--- config.mk ---
export PLATFORM = sky130hd
export DESIGN_NAME = fetch
export DESIGN_NICKNAME = d
export VERILOG_FILES = /design/src/rtl/core_pkg.sv /design/src/rtl/fetch_skid_buf.sv /design/src/rtl/fetch.sv
export SDC_FILE = /design/constraint.sdc
export NUM_CORES = 1
export LEC_CHECK = 0
export BUFFER_PORTS_ARGS = -buffer_cell sky130_fd_sc_hd__buf_4
export CORE_AREA = 2 2 123 155
export CTS_CLUSTER_SIZE = 24
export DETAILED_ROUTE_END_ITERATION = 8
export DIE_AREA = 0 0 125 157
export GPL_TIMING_DRIVEN = 0
export PLACE_DENSITY = 0.63
export SYNTH_ARGS = -nofsm -noshare
export SYNTH_HDL_FRONTEND = slang
export SYNTH_SLANG_ARGS = --single-unit
--- constraint.sdc ---
create_clock -name clk -period 11.5 [get_ports clk]
set_input_delay 0 -clock clk [delete_from_list [all_inputs] [get_ports clk]]
set_output_delay 0 -clock clk [all_outputs]
set_load 0.05 [all_outputs]
--- src/rtl/core_pkg.sv ---
// core_pkg: shared RV32I core types and constants.
package core_pkg;
    localparam int XLEN = 32;
    localparam logic [XLEN-1:0] NOP_INSTR = 32'h0000_0013;
    typedef enum logic [1:0] {IDLE, REQ, WAIT, HOLD} fetch_state_t;
endpackage

--- src/rtl/fetch_skid_buf.sv ---
// fetch_skid_buf: one-entry {instr, pc, valid} holding register for a word returned while decode stalls.
module fetch_skid_buf
    import core_pkg::*;
(
    input  logic            clk,
    input  logic            reset,
    input  logic            load_i,
    input  logic            unload_i,
    input  logic            flush_i,
    input  logic [XLEN-1:0] instr_i,
    input  logic [XLEN-1:0] pc_i,
    output logic [XLEN-1:0] instr_o,
    output logic [XLEN-1:0] pc_o,
    output logic            valid_o
);
    logic [XLEN-1:0] instr_q, pc_q;
    logic            valid_q;
    always_ff @(posedge clk or posedge reset) begin
        if (reset) begin
            instr_q <= '0;
            pc_q    <= '0;
            valid_q <= 1'b0;
        end else if (flush_i) begin
            valid_q <= 1'b0;
        end else if (load_i) begin
            instr_q <= instr_i;
            pc_q    <= pc_i;
            valid_q <= 1'b1;
        end else if (unload_i) begin
            valid_q <= 1'b0;
        end
    end
    assign instr_o = instr_q;
    assign pc_o    = pc_q;
    assign valid_o = valid_q;
endmodule

--- src/rtl/fetch.sv ---
// fetch: RV32I instruction fetch stage; owns the pc, issues single-outstanding word reads
// and presents one instruction at a time to decode, with redirect and wrong-path discard.
module fetch #(
    parameter logic [core_pkg::XLEN-1:0] RESET_PC  = 32'h0000_0000,
    parameter logic [core_pkg::XLEN-1:0] NOP_INSTR = core_pkg::NOP_INSTR
) (
    input  logic                      clk,
    input  logic                      reset,
    input  logic                      stall,
    input  logic                      redirect,
    input  logic [core_pkg::XLEN-1:0] redirect_pc,
    output logic                      imem_req,
    output logic [core_pkg::XLEN-1:0] imem_addr,
    input  logic                      imem_ready,
    input  logic [core_pkg::XLEN-1:0] imem_data,
    input  logic                      imem_data_valid,
    output logic [core_pkg::XLEN-1:0] instr,
    output logic [core_pkg::XLEN-1:0] instr_pc,
    output logic                      instr_valid
);
    import core_pkg::*;

    fetch_state_t    state_q, state_d;
    logic [XLEN-1:0] pc_q, pc_d, instr_q, instr_d, ipc_q, ipc_d;
    logic            valid_q, valid_d, discard_q, discard_d;
    logic            skid_load, skid_unload, skid_flush, skid_valid, busy;
    logic [XLEN-1:0] skid_instr, skid_pc;

    fetch_skid_buf u_skid (
        .clk      (clk),
        .reset    (reset),
        .load_i   (skid_load),
        .unload_i (skid_unload),
        .flush_i  (skid_flush),
        .instr_i  (imem_data),
        .pc_i     (pc_q),
        .instr_o  (skid_instr),
        .pc_o     (skid_pc),
        .valid_o  (skid_valid)
    );

    // A response arriving in the redirect cycle retires the old request, so nothing is left to discard.
    assign busy = (state_q == WAIT && !imem_data_valid) || (state_q == REQ && imem_ready);

    always_comb begin
        state_d     = state_q;
        pc_d        = pc_q;
        discard_d   = discard_q;
        instr_d     = instr_q;
        ipc_d       = ipc_q;
        valid_d     = valid_q;
        skid_load   = 1'b0;
        skid_unload = 1'b0;
        skid_flush  = 1'b0;
        if (valid_q && !stall) begin
            valid_d = 1'b0;
            instr_d = NOP_INSTR;
        end
        case (state_q)
            IDLE: state_d = REQ;
            REQ:  if (imem_ready) state_d = WAIT;
            WAIT: if (imem_data_valid) begin
                if (discard_q) begin
                    discard_d = 1'b0;
                    state_d   = REQ;
                end else begin
                    pc_d = pc_q + 32'd4;
                    if (!valid_q || !stall) begin
                        instr_d = imem_data;
                        ipc_d   = pc_q;
                        valid_d = 1'b1;
                        state_d = REQ;
                    end else begin
                        skid_load = 1'b1;
                        state_d   = HOLD;
                    end
                end
            end
            HOLD: if (!stall) begin
                instr_d     = skid_instr;
                ipc_d       = skid_pc;
                valid_d     = skid_valid;
                skid_unload = 1'b1;
                state_d     = REQ;
            end
            default: state_d = IDLE;
        endcase
        if (redirect) begin
            pc_d        = redirect_pc & ~32'd3;
            instr_d     = NOP_INSTR;
            valid_d     = 1'b0;
            skid_flush  = 1'b1;
            skid_load   = 1'b0;
            skid_unload = 1'b0;
            discard_d   = busy;
            state_d     = busy ? WAIT : REQ;
        end
    end

    always_ff @(posedge clk or posedge reset) begin
        if (reset) begin
            state_q   <= IDLE;
            pc_q      <= RESET_PC;
            discard_q <= 1'b0;
            instr_q   <= NOP_INSTR;
            ipc_q     <= RESET_PC;
            valid_q   <= 1'b0;
        end else begin
            state_q   <= state_d;
            pc_q      <= pc_d;
            discard_q <= discard_d;
            instr_q   <= instr_d;
            ipc_q     <= ipc_d;
            valid_q   <= valid_d;
        end
    end

    assign imem_req    = state_q == REQ;
    assign imem_addr   = pc_q;
    assign instr       = instr_q;
    assign instr_pc    = ipc_q;
    assign instr_valid = valid_q;
endmodule

==> results of run 1 <==
[worst paths after layout]
path	slack (ns)	to	cells past startpoint
hold / removal	0.12	u_skid.pc_o[31]	3
setup / recovery	8.52	imem_addr[29]	8
setup reg to reg	8.52	imem_addr[29]	8
hold reg to reg	0.48	instr_pc[24]	2
max in group asynchronous	10.49	instr_pc[23]	4
min in group asynchronous	0.16	instr_pc[7]	3
[critical path: cells and delay by family (launching register included)]
kind,cells,cell delay (ns)
and+or+nand+nor,3,0.83
buffers and inverters,3,0.93
DFF,1,0.42
adders and majority gates,1,0.28
AOI/OAI and AO/OA,1,0.39
[power by group through the flow]
stage	registers [W]	clock network [W]	logic, W
finish	0.000702	0.000568	0.000656
CTS	0.000701	0.000582	0.000662
floorplan	0.000926	0	0.000212
global placement	0.000710	0	0.000636
global route	0.000713	0.000604	0.000701
detailed placement	0.000711	0	0.000643
[synthesized netlist by cell type, types with 2 or more instances]
library cell	instances
a222oi_1	29
nand4_2	2
a221oi_1	4
nor4_1	5
buf_2	9
nor2_1	48
nand4b_1	2
nor3_1	7
xnor2_1	10
a31oi_1	12
or3_1	7
nand4_1	6
or4_1	15
o211ai_1	3
inv_1	12
dfrtp_1	156
o31ai_1	9
nand3_1	12
mux2_2	65
ha_1	4
xor2_1	2
buf_4	4
nor2b_1	3
dfstp_2	3
o21ai_0	53
a21oi_1	5
nand2_1	65
clkbuf_1	31
mux2i_1	32
buf_1	3
[through the flow]
| stage | utilization, % | power [W] |
|---|---|---|
| finish | 55.4 | 0.00193 |
| global route | 55.4 | 0.00202 |
| CTS | 55.4 | 0.00194 |
| detailed placement | 48.4 | 0.00135 |
| global placement | 48.2 | 0.00135 |
| floorplan | - | 0.00114 |
[sequential cells by signal, summed over array words and instances (netlist names)]
name / count
instr: 32
u_skid.instr_o: 32
imem_addr: 30
instr_pc: 30
u_skid.pc_o: 30
state_q: 2
discard_q: 1
instr_valid: 1
u_skid.valid_o: 1
[cells by family after synthesis]
logic type / Yosys count / share of synthesized area [%]
fa+ha+maj: 4 / 0.696
buf+inv: 61 / 3.67
simple gates: 182 / 12.4
other cells: 1 / 0.0522
compound gates: 122 / 11.7
flops: 159 / 55.4
xor+xnor: 12 / 1.46
mux: 97 / 14.6
[per-layer routing]
layer,part of all wire [%],vias up,GRT usage [%]
li1,-,2840,-
met1,41,3050,24.8
met2,51,174,35.4
met3,6.3,16,5.64
met4,0.97,0,4.87
met5,0,-,0
[repair_timing]
item,CTS,global route
hold buffers,67,0
endpoints found under the hold margin,164,0
gates resized for setup,0,0
[cell type report]
class | count | area share, %
buffer | 49 | 2.19
clock buffer | 18 | 4.40
clock inverter | 14 | 1.57
inverter | 12 | 0.526
multi-input combinational | 421 | 29.6
sequential | 159 | 39.9
tap | 228 | 2.86
timing repair buffer | 228 | 19.0
==> metrics.md, run 1 <==
| Metric | Value |
|---|---|
| Status | finished clean |
| Starting utilization of the core area | roughly two fifths |
| IR Drop Worst-Case VDD | 0.000105 V |
| Cell count after placement | 1030 |
| Share of total power consumed by net switching | 38.6% |
| Fraction of layout cells with a size suffix above 1 | 31.3% |
| Antenna violations before repair | 0 |
| Power Internal | between 0.001 and 0.0015 W |
| Most common cell after layout, fill and taps aside | buf_4 |
| Global-route wire length before repair | between 30000 and 40000 um |
| # setup viols final | 0 |
| Number of routed nets with antenna violations | 0 |
| Max FO, Critical Path | 10 |
| Total iterations of the first detailed-routing run | 8 |
| I/O Buffers | 160 |
| Diode insertion count for antenna repair | 0 |
| Depth of the CTS H-tree | 4 |
| Synthesis Warnings | 0 |
| Post-synth ARST share | 100% |
| Unrepaired setup endpoints after global routing | no |
| Most area-hungry cell type in the Yosys netlist | dfrtp_1 |
| Critical path data arrival time | 3.28 ns |
| Setup CP Type | reg -> reg |
| Total length of routed wires | 20100 um |
| Beginning of the worst hold path | redirect |
| Combined flip-flop and latch cell area | ~4000 um2 |
| Buffer levels on the longest clock path | 2 |
| Critical path endpoint category | register |
| Slowest cell delay on critical path | 0.57 ns |
| Fraction of the yosys area taken by sequential cells | 55.4% |
| Worst reg2reg startpoint | state_q[0] |
| Final non-filler cell total | 1129 |
| Area fraction of the dominant cell type after synthesis | 54.3% |
| Required arrival time at the worst endpoint | between 10 and 15 ns |
| Top_reg_cell synth | dfrtp_1 |
| Count of vias placed by the detailed router | 6080 |
| Area added between synthesis and finish | 39.0% |
| Violation count after the first detailed-route iteration | 476 |
| Top-level port count | 168 |
| Ratio of final minimum period to clock period | 25.9% |
| Post-CTS setup buffers | 0 |
| Leading cell types in the layout, fill and taps excluded | buf_4 (164), dfrtp_1 (156), dlygate4sd3_1 (67) |
| Count of pins over their slew limit | 0 |
| DR vias/cell | 5.39 |
| Reported net switching power | between 0.0007 and 0.0008 W |
| CP Launch Point | state_q[0] |
| Die extent in y | 157 um |
| Maxcap violations | 0 |
| TritonCTS clock tree | built |
| Global route overflow | 0 |
| Worst min-delay path class | in -> reg |
| Number of clock buffers inserted by TritonCTS | 17 |
| CTS root buf | clkbuf_16 |
| Top area cells in the synthesized netlist | dfrtp_1 (54%), mux2_2 (10%), mux2i_1 (4.5%) |
| Skew-Pair Late Insertion Delay | between 0.4 and 0.5 ns |
| Slowest library cell on the worst path | dlygate4sd3_1 |
| Post-synthesis instance area | a little over 7000 um2 |
| Power per cell area | 193 nW/um2 |
| Final weighted congestion in routability-driven placement | roughly 0.81 |
| Number of enable-type register cells in the synthesized netlist | 0 |
| Leakage power summed over all cells | 4.67 nW |
| Clock Power Share | 29.5% |
| Maximum clock skew at final layout | around 0.011 ns |
| Hold violation count in the final report | 0 |
| Drc violations | 0 |
| Max-slew headroom | between 40% and 50% |
| Number of filler instances in the final layout | 1596 |
| Cells along the critical path | inv_1 > ha_1 > nand4b_1 > clkbuf_1 > or3_1 > o41ai_1 > nand3_1 > dlygate4sd3_1 |
| Worst-case setup slack after placement | about 8.4 ns |
| Fin crit period | 2.98 ns |
| Share of power burned in combinational logic | 34.1% |
| Sum of negative setup slack | 0 ns |
| Maximum number of pins on one net before global-route repair | 93 |
| Tightest Pin Transition | approximately 0.84 ns |
| Clk sink count | around 160 |
| Final hold slack | 0.116 ns |
| Area enclosed by the die boundary | 19600 um2 |
| Number of cells produced by synthesis | 638 |
| Clk slew on worst S/H paths | 0.06 ns |
| Die width | roughly 130 um |
| Final worst setup slack | 8.52 ns |
| Design Area, Final | 9990 um2 |
| Part of the power in registers | 36.4% |
| Number of distinct standard cells referenced by the synthesized netlist | 50 |
| Kind of start point of the critical path | register |
| Detail Placement HPWL | around 14000 um |
| Highest attainable clock frequency | 336 MHz |
| Per-instance average area after synthesis | 11.3 um2 |
| Wire per inst | around 18 um |
| Final nets | 962 |
| Multi-input gate area in the final layout | 2960 um2 |
| Overall routing resource usage | 20.2% |
| Area of the core | ~18000 um2 |
| Vias in the first global route | 5981 |
| Flip-flop and latch count after synthesis | approximately 160 |
| Instance area at placement | 8720 um2 |
| Number of rows in the core area | 55 |
(Power assumes the default switching activity.)
==> run 2: changes to the inputs <==
--- a/config.mk
+++ b/config.mk
@@ -5,13 +5,14 @@
 export SDC_FILE = /design/constraint.sdc
 export NUM_CORES = 1
 export LEC_CHECK = 0
+export ABC_AREA = 1
 export BUFFER_PORTS_ARGS = -buffer_cell sky130_fd_sc_hd__buf_4
-export CORE_AREA = 2 2 123 155
+export CORE_AREA = 2 2 129 162
 export CTS_CLUSTER_SIZE = 24
 export DETAILED_ROUTE_END_ITERATION = 8
-export DIE_AREA = 0 0 125 157
+export DIE_AREA = 0 0 131 164
 export GPL_TIMING_DRIVEN = 0
-export PLACE_DENSITY = 0.63
+export PLACE_DENSITY = 0.62
 export SYNTH_ARGS = -nofsm -noshare
 export SYNTH_HDL_FRONTEND = slang
 export SYNTH_SLANG_ARGS = --single-unit
==> constraint.sdc (replaced) <==
create_clock -name clk -period 3.11 [get_ports clk]
set_input_delay 0 -clock clk [delete_from_list [all_inputs] [get_ports clk]]
set_output_delay 0 -clock clk [all_outputs]
set_load 0.05 [all_outputs]
==> metrics.md, run 2 <==
| Metric | Value |
|---|---|
| Violation count after the first detailed-route iteration | 464 (-2.5%) |
| TritonCTS clock tree | built |
| Share of synthesized cell area in and, or, nand and nor gates | 24.9% (+13 points) |
| Number of rows in the core area | 58 (+5.5%) |
| Die width | 131 um (+4.8%) |
| Beginning of the worst hold path | redirect |
| Status | finished clean |
| Number of cells produced by synthesis | 987 (+55%) |
| M3 GR Usage | 6.06% (+0.42 points) |
| Cell count after placement | 1425 (+38%) |
| Fraction of the yosys area taken by sequential cells | 50.9% (-4.5 points) |
| Count of pins over their slew limit | 0 (unchanged) |
| Detail Placement HPWL | 18800 um (+39%) |
| Slowest library cell on the worst path | dlygate4sd3_1 |
| Power per cell area | 752 nW/um2 (+290%) |
| Count of vias placed by the detailed router | 7596 (+25%) |
| Worst hold path stage count | 4 (+1) |
| Number of routed nets with antenna violations | 0 (unchanged) |
| Maxcap violations | 0 (unchanged) |
| Worst-case setup slack after placement | 0.914 ns (-7.47 ns) |
| Top area cells in the synthesized netlist | dfrtp_1 (50%), nand2_1 (15%), nor2_1 (4.5%) |
| Diode insertion count for antenna repair | 0 (unchanged) |
| Fraction of layout cells with a size suffix above 1 | 18.9% (-12 points) |
| Cells along the critical path | inv_1 > ha_1 > nand2_1 > nor2_4 > nor2_1 > inv_1 > clkbuf_1 > o221ai_1 > dlygate4sd3_1 |
| # setup viols final | 0 (unchanged) |
| Required arrival time at the worst endpoint | 3.42 ns (-8.38 ns) |
| Number of filler instances in the final layout | 1882 (+18%) |
| I/O Buffers | 161 (+0.63%) |
| Post_cts resized | 0 (unchanged) |
| Number of distinct standard cells referenced by the synthesized netlist | 33 (-34%) |
| Combinational family with the most area after synthesis | simple AND/OR/NAND/NOR gates |
| Total iterations of the first detailed-routing run | 4 (-4) |
| Most area-hungry cell type in the Yosys netlist | dfrtp_1 |
| Max FO, Critical Path | 10 (unchanged) |
| Met1 demand-to-capacity share in global routing | 30.7% (+5.9 points) |
| Drc violations | 0 (unchanged) |
| Capture instance of the worst register-to-register path | imem_addr[8] |
| Area added between synthesis and finish | 37.3% |
| Tightest Pin Transition | 0.839 ns (+0.000783 ns) |
| Leading cell types in the layout, fill and taps excluded | nand2_1 (313), buf_4 (166), dfrtp_1 (156) |
| Global route overflow | 0 (unchanged) |
| Skew-Pair Late Insertion Delay | 0.44 ns (+0.02 ns) |
| Endpoint of the worst hold path | imem_addr[6] |
| IR Drop Worst-Case VDD | 0.000361 V (+240%) |
| Top_reg_cell synth | dfrtp_1 |
| Unrepaired setup endpoints after global routing | no |
| Post-synthesis instance area | 7830 um2 (+8.9%) |
| GR Util met2 | 41.0% (+5.6 points) |
| Area fraction of the dominant cell type after synthesis | 49.9% (-4.4 points) |
| Most common cell after layout, fill and taps aside | nand2_1 |
| Overall routing resource usage | 24.5% (+4.3 points) |
| Global-route wire length before repair | 40400 um (+28%) |
| Wire per inst | 16.8 um (-5.7%) |
| Mux cell area share after synthesis | 0.959% (-14 points) |
| Number of clock buffers inserted by TritonCTS | 17 (unchanged) |
| Depth of the CTS H-tree | 4 (unchanged) |
| Starting utilization of the core area | 39.2% (-0.66 points) |
| Final weighted congestion in routability-driven placement | 0.967 (+19%) |
| Final non-filler cell total | 1525 (+35%) |
| Setup CP Type | reg -> reg |
| Flip-flop and latch count after synthesis | 159 (unchanged) |
| Critical path data arrival time | 2.94 ns (-0.34 ns) |
| CTS root buf | clkbuf_16 |
| Die extent in y | 164 um (+4.5%) |
| Maximum number of pins on one net before global-route repair | 42 (-55%) |
| Number of enable-type register cells in the synthesized netlist | 0 (unchanged) |
| Hold violation count in the final report | 0 (unchanged) |
| Vias in the first global route | 7511 (+26%) |
| Design Area, Final | 10700 um2 (+7.5%) |
| Maximum clock skew at final layout | 0.0151 ns (+0.00448 ns) |
| Cell family with the largest share of critical-path delay | buffers and inverters |
| Area share of fa/ha/maj cells after synthesis | 0.640% (-0.057 points) |
| Top-level port count | 168 (unchanged) |
| Max-slew headroom | 43.9% (-0.17 points) |
| Per-instance average area after synthesis | 7.93 um2 (-30%) |
| Fin crit period | 2.62 ns (-0.353 ns) |
| Worst reg2reg startpoint | state_q[0] |
| Antenna violations before repair | 0 (unchanged) |
| Post-Synth XOR/XNOR Area | 0.783% (-0.68 points) |
| Synthesis Warnings | 0 (unchanged) |
| Worst min-delay path class | in -> reg |
| Critical path's most frequent cell | inv_1 |
| Most instantiated library cell after synthesis | nand2_1 |
| Slowest cell delay on critical path | 0.58 ns (about the same) |
| DR vias/cell | 4.98 (-7.5%) |
| R2R depth | 9 (+1) |
| Final nets | 1316 (+37%) |
| Area of the core | 20000 um2 (+11%) |
| Worst path buffer plus inverter count | 4 (+1) |
| Post-synthesis compound-gate area fraction | 13.8% (+2.1 points) |
| Ratio of final minimum period to clock period | 84.4% (+58 points) |
| Instance area at placement | 9470 um2 (+8.6%) |
| Highest attainable clock frequency | 381 MHz (+13%) |
| Combined flip-flop and latch cell area | 3980 um2 (unchanged) |
| Final worst setup slack | 0.486 ns (-8.04 ns) |
| Leakage power summed over all cells | 5.29 nW (+13%) |
| Critical path endpoint category | register |
| Total length of routed wires | 25600 um (+27%) |
| Clk slew on worst S/H paths | 0.07 ns (about the same) |
| Buffer levels on the longest clock path | 2 (unchanged) |
| Grt peak-use layer | met2 |
| Synth top cells by count | nand2_1 (313), dfrtp_1 (156), nor2_1 (94), inv_1 (85), nand3_1 (69) |
| Kind of start point of the critical path | register |
| Post-route total power | 0.00808 W (+320%) |
| Post-synth ARST share | 100% (unchanged) |
| Clk sink count | 159 (unchanged) |
| Area enclosed by the die boundary | 21500 um2 (+9.5%) |
| Multi-input gate area in the final layout | 3230 um2 (+9.1%) |
| Reg2reg setup slack | 0.49 ns (-8.04 ns) |
## run 2: how the worst max path moves through the flow
stage / end / from / cells past startpoint / slack [ns]
2_1_floorplan: discard_q / reset / 1 / 1.10
3_3_place_gp: imem_addr[22] / reset / 2 / -0.03
3_5_place_dp: u_skid.instr_o[5] / state_q[0] / 11 / 0.91
4_1_cts: imem_addr[8] / state_q[0] / 9 / 0.50
5_1_grt: imem_addr[8] / state_q[0] / 9 / 0.24
6_report: imem_addr[8] / state_q[0] / 9 / 0.49
## run 2: worst reg2reg max path, cell delays in order (launching register included)
cell and delay (ns):
dfrtp_1 0.42, inv_1 0.07, ha_1 0.21, nand2_1 0.12, nor2_4 0.23, nor2_1 0.09
inv_1 0.11, clkbuf_1 0.50, o221ai_1 0.17, dlygate4sd3_1 0.58
## run 2: kinds of logic after synthesis
family | count (synthesis)
xor gates and xnor gates | 7
adders and majority gates | 4
and+or+nand+nor | 485
buffers and inverters | 143
AOI/OAI and AO/OA | 183
DFF | 159
other | 1
muxes | 5
## run 2: area by class of cell
cell class,count,share of cell area (%)
repair buffers,233,18.4
plain buffers,57,2.82
multi-input cells,688,30.0
well taps,270,3.14
clock inverters,14,1.40
inverters,86,3.04
flip-flops and latches,159,37.1
clock buffers,18,4.09
## run 2: stage by stage
stage	setup TNS (ns)	hold WS, ns	utilization [%]
3_5_place_dp	0	0.213	47.5
6_report	0	0.0245	53.8
4_1_cts	0	0.00776	53.8
2_1_floorplan	0	0.127	-
3_3_place_gp	-3.24	0.222	47.0
5_1_grt	0	0.0534	53.8
## run 2: what timing repair did
item,4_1_cts,5_1_grt
setup buffers,0,0
hold endpoints to repair,131,0
hold buffers,68,0
## run 2: metal layers
layer / up-vias / part of all wire (%)
met4: 0 / 3.0
met3: 33 / 6.5
met2: 269 / 48
met5: - / 0
met1: 3578 / 42
li1: 3716 / -
## run 2: power breakdown
part	internal [W]	total (W)	switching [W]
sequential	0.00244	0.00273	0.000289
clock	0.00115	0.00210	0.000951
combinational	0.000960	0.00324	0.00229
==> run 3: changes to the inputs <==
==> constraint.sdc (replaced) <==
create_clock -name clk -period 2.7 [get_ports clk]
set_input_delay 0 -clock clk [delete_from_list [all_inputs] [get_ports clk]]
set_output_delay 0 -clock clk [all_outputs]
set_load 0.05 [all_outputs]
==> metrics.md, run 3 (synthesis results as in run 2) <==
| Metric | Value |
|---|---|
| Count of pins over their slew limit | 0 (unchanged) |
| Ratio of final minimum period to clock period | 87.8% (+3.4 points) |
| Total length of routed wires | 25500 um (-0.22%) |
| Die extent in y | 164 um (unchanged) |
| DR vias/cell | 4.98 (about the same) |
| Tightest Pin Transition | 0.838 ns (-0.00145 ns) |
| Maximum clock skew at final layout | 0.0126 ns (-0.00251 ns) |
| Post-route core utilization | 53.8% (about the same) |
| Leakage power summed over all cells | 5.29 nW (about the same) |
| Area of the core | 20000 um2 (unchanged) |
| Hold violation count in the final report | 0 (unchanged) |
| Die width | 131 um (unchanged) |
| Maxcap violations | 0 (unchanged) |
| Kind of start point of the critical path | register |
| Number of routed nets with antenna violations | 0 (unchanged) |
| Worst-case setup slack after placement | 0.504 ns (-0.410 ns) |
| Status | finished clean |
| Worst reg2reg startpoint | state_q[0] |
| Depth of the CTS H-tree | 4 (unchanged) |
| Clk sink count | 159 (unchanged) |
| Diode insertion count for antenna repair | 0 (unchanged) |
| Leading cell types in the layout, fill and taps excluded | nand2_1 (313), buf_4 (166), dfrtp_1 (156) |
| Total iterations of the first detailed-routing run | 5 (+1) |
| IR Drop Worst-Case VDD | 0.000416 V (+15%) |
| Cell count after placement | 1425 (unchanged) |
| Final weighted congestion in routability-driven placement | 0.967 (unchanged) |
| Number of clock buffers inserted by TritonCTS | 17 (unchanged) |
| Number of filler instances in the final layout | 1882 (unchanged) |
| Wire per inst | 16.8 um (-0.15%) |
| Setup CP Type | reg -> reg |
| Violation count after the first detailed-route iteration | 464 (unchanged) |
| Area added between synthesis and finish | 37.3% (about the same) |
| Area enclosed by the die boundary | 21500 um2 (unchanged) |
| Final worst setup slack | 0.330 ns (-0.155 ns) |
| Buffer levels on the longest clock path | 2 (unchanged) |
| Required arrival time at the worst endpoint | 3.01 ns (-0.41 ns) |
| Worst min-delay path class | in -> reg |
| Final nets | 1315 (-0.076%) |
| CTS root buf | clkbuf_16 |
| Post-CTS setup buffers | 0 (unchanged) |
| Sum of negative setup slack | 0 ns (unchanged) |
| Max FO, Critical Path | 11 (+1) |
| Number of rows in the core area | 58 (unchanged) |
| Drc violations | 0 (unchanged) |
| Starting utilization of the core area | 39.2% (unchanged) |
| Final non-filler cell total | 1524 (-0.066%) |
| Max-slew headroom | 44.0% (+0.097 points) |
| Fraction of layout cells with a size suffix above 1 | 18.9% (about the same) |
| TritonCTS clock tree | built |
| Beginning of the worst hold path | redirect |
| Detail Placement HPWL | 18800 um (unchanged) |
| Skew-Pair Late Insertion Delay | 0.43 ns (about the same) |
| Maximum number of pins on one net before global-route repair | 42 (unchanged) |
| # setup viols final | 0 (unchanged) |
| I/O Buffers | 161 (unchanged) |
| Global route overflow | 0 (unchanged) |
| Overall routing resource usage | 24.5% (unchanged) |
| Critical path data arrival time | 2.68 ns (-0.26 ns) |
| Clk slew on worst S/H paths | 0.07 ns (about the same) |
| Fin crit period | 2.37 ns (-0.255 ns) |
| Vias in the first global route | 7511 (unchanged) |
| Highest attainable clock frequency | 422 MHz (+11%) |
| Unrepaired setup endpoints after global routing | no |
| Count of vias placed by the detailed router | 7596 (unchanged) |
| Top-level port count | 168 (unchanged) |
| Power per cell area | 865 nW/um2 (+15%) |
| Antenna violations before repair | 0 (unchanged) |
| CP Launch Point | state_q[0] |
| Global-route wire length before repair | 40400 um (unchanged) |
| Most common cell after layout, fill and taps aside | nand2_1 |
| Critical path endpoint category | register |
| Post_cts resized | 0 (unchanged) |
[run 3: changes by cell type in the layout (fill, tap and decap cells not counted)]
| cell | before | now |
|---|---|---|
| clkbuf_1 | 26 | 25 |
[run 3: power by group]
part           leakage [nW]  total, W  switching (W)  internal, W
Sequential             1.96   0.00314       0.000333      0.00281
Combinational          3.04   0.00373        0.00263      0.00111
Clock                 0.279   0.00242        0.00109      0.00133
[run 3: area by class of cell]
class | count | area, um2 | area share, %
Multi-Input combinational cell | 688 | 3230 | 30.1
Timing Repair Buffer | 233 | 1980 | 18.4
Clock inverter | 14 | 150 | 1.40
Sequential cell | 159 | 3980 | 37.1
Tap cell | 270 | 338 | 3.15
Inverter | 86 | 327 | 3.04
Buffer | 56 | 299 | 2.78
Clock buffer | 18 | 439 | 4.09
[run 3: metrics by stage]
stage	hold WS [ns]	instance area, um2	total power, W
global placement	0.222	9390	0.00680
detailed placement	0.213	9470	0.00685
global route	0.0534	10700	0.00980
floorplan	0.127	7840	0.00561
finish	0.0196	10700	0.00929
CTS	0.00776	10700	0.00936
[run 3: what timing repair did]
item	in CTS	in global routing
hold buffers	68	0
endpoints found under the setup margin	0	1
hold endpoints to repair	131	0
[run 3: final timing paths]
path                                      end  slack [ns]  cells after the start
setup / recovery                 imem_addr[8]        0.33                      8
min in group asynchronous         instr_pc[4]        0.29                      3
hold / removal                   imem_addr[6]        0.02                      4
hold reg to reg                  instr_pc[18]        0.48                      2
max in group asynchronous  u_skid.instr_o[15]        1.54                      5
setup reg to reg                 imem_addr[8]        0.33                      8
[run 3: worst max-delay path: stages (launching register included)]
cell and delay [ns]:
dfrtp_1 0.42, inv_1 0.07, ha_1 0.21, nand2_1 0.12
nor2_4 0.24, nor2_1 0.09, inv_1 0.37, o221ai_1 0.16
dlygate4sd3_1 0.58
[run 3: metal layers]
metal	part of all wire [%]	global-route usage (%)
met1	42	30.7
met2	49	41.0
met3	6.0	6.06
met4	3.2	8.61
met5	0	0
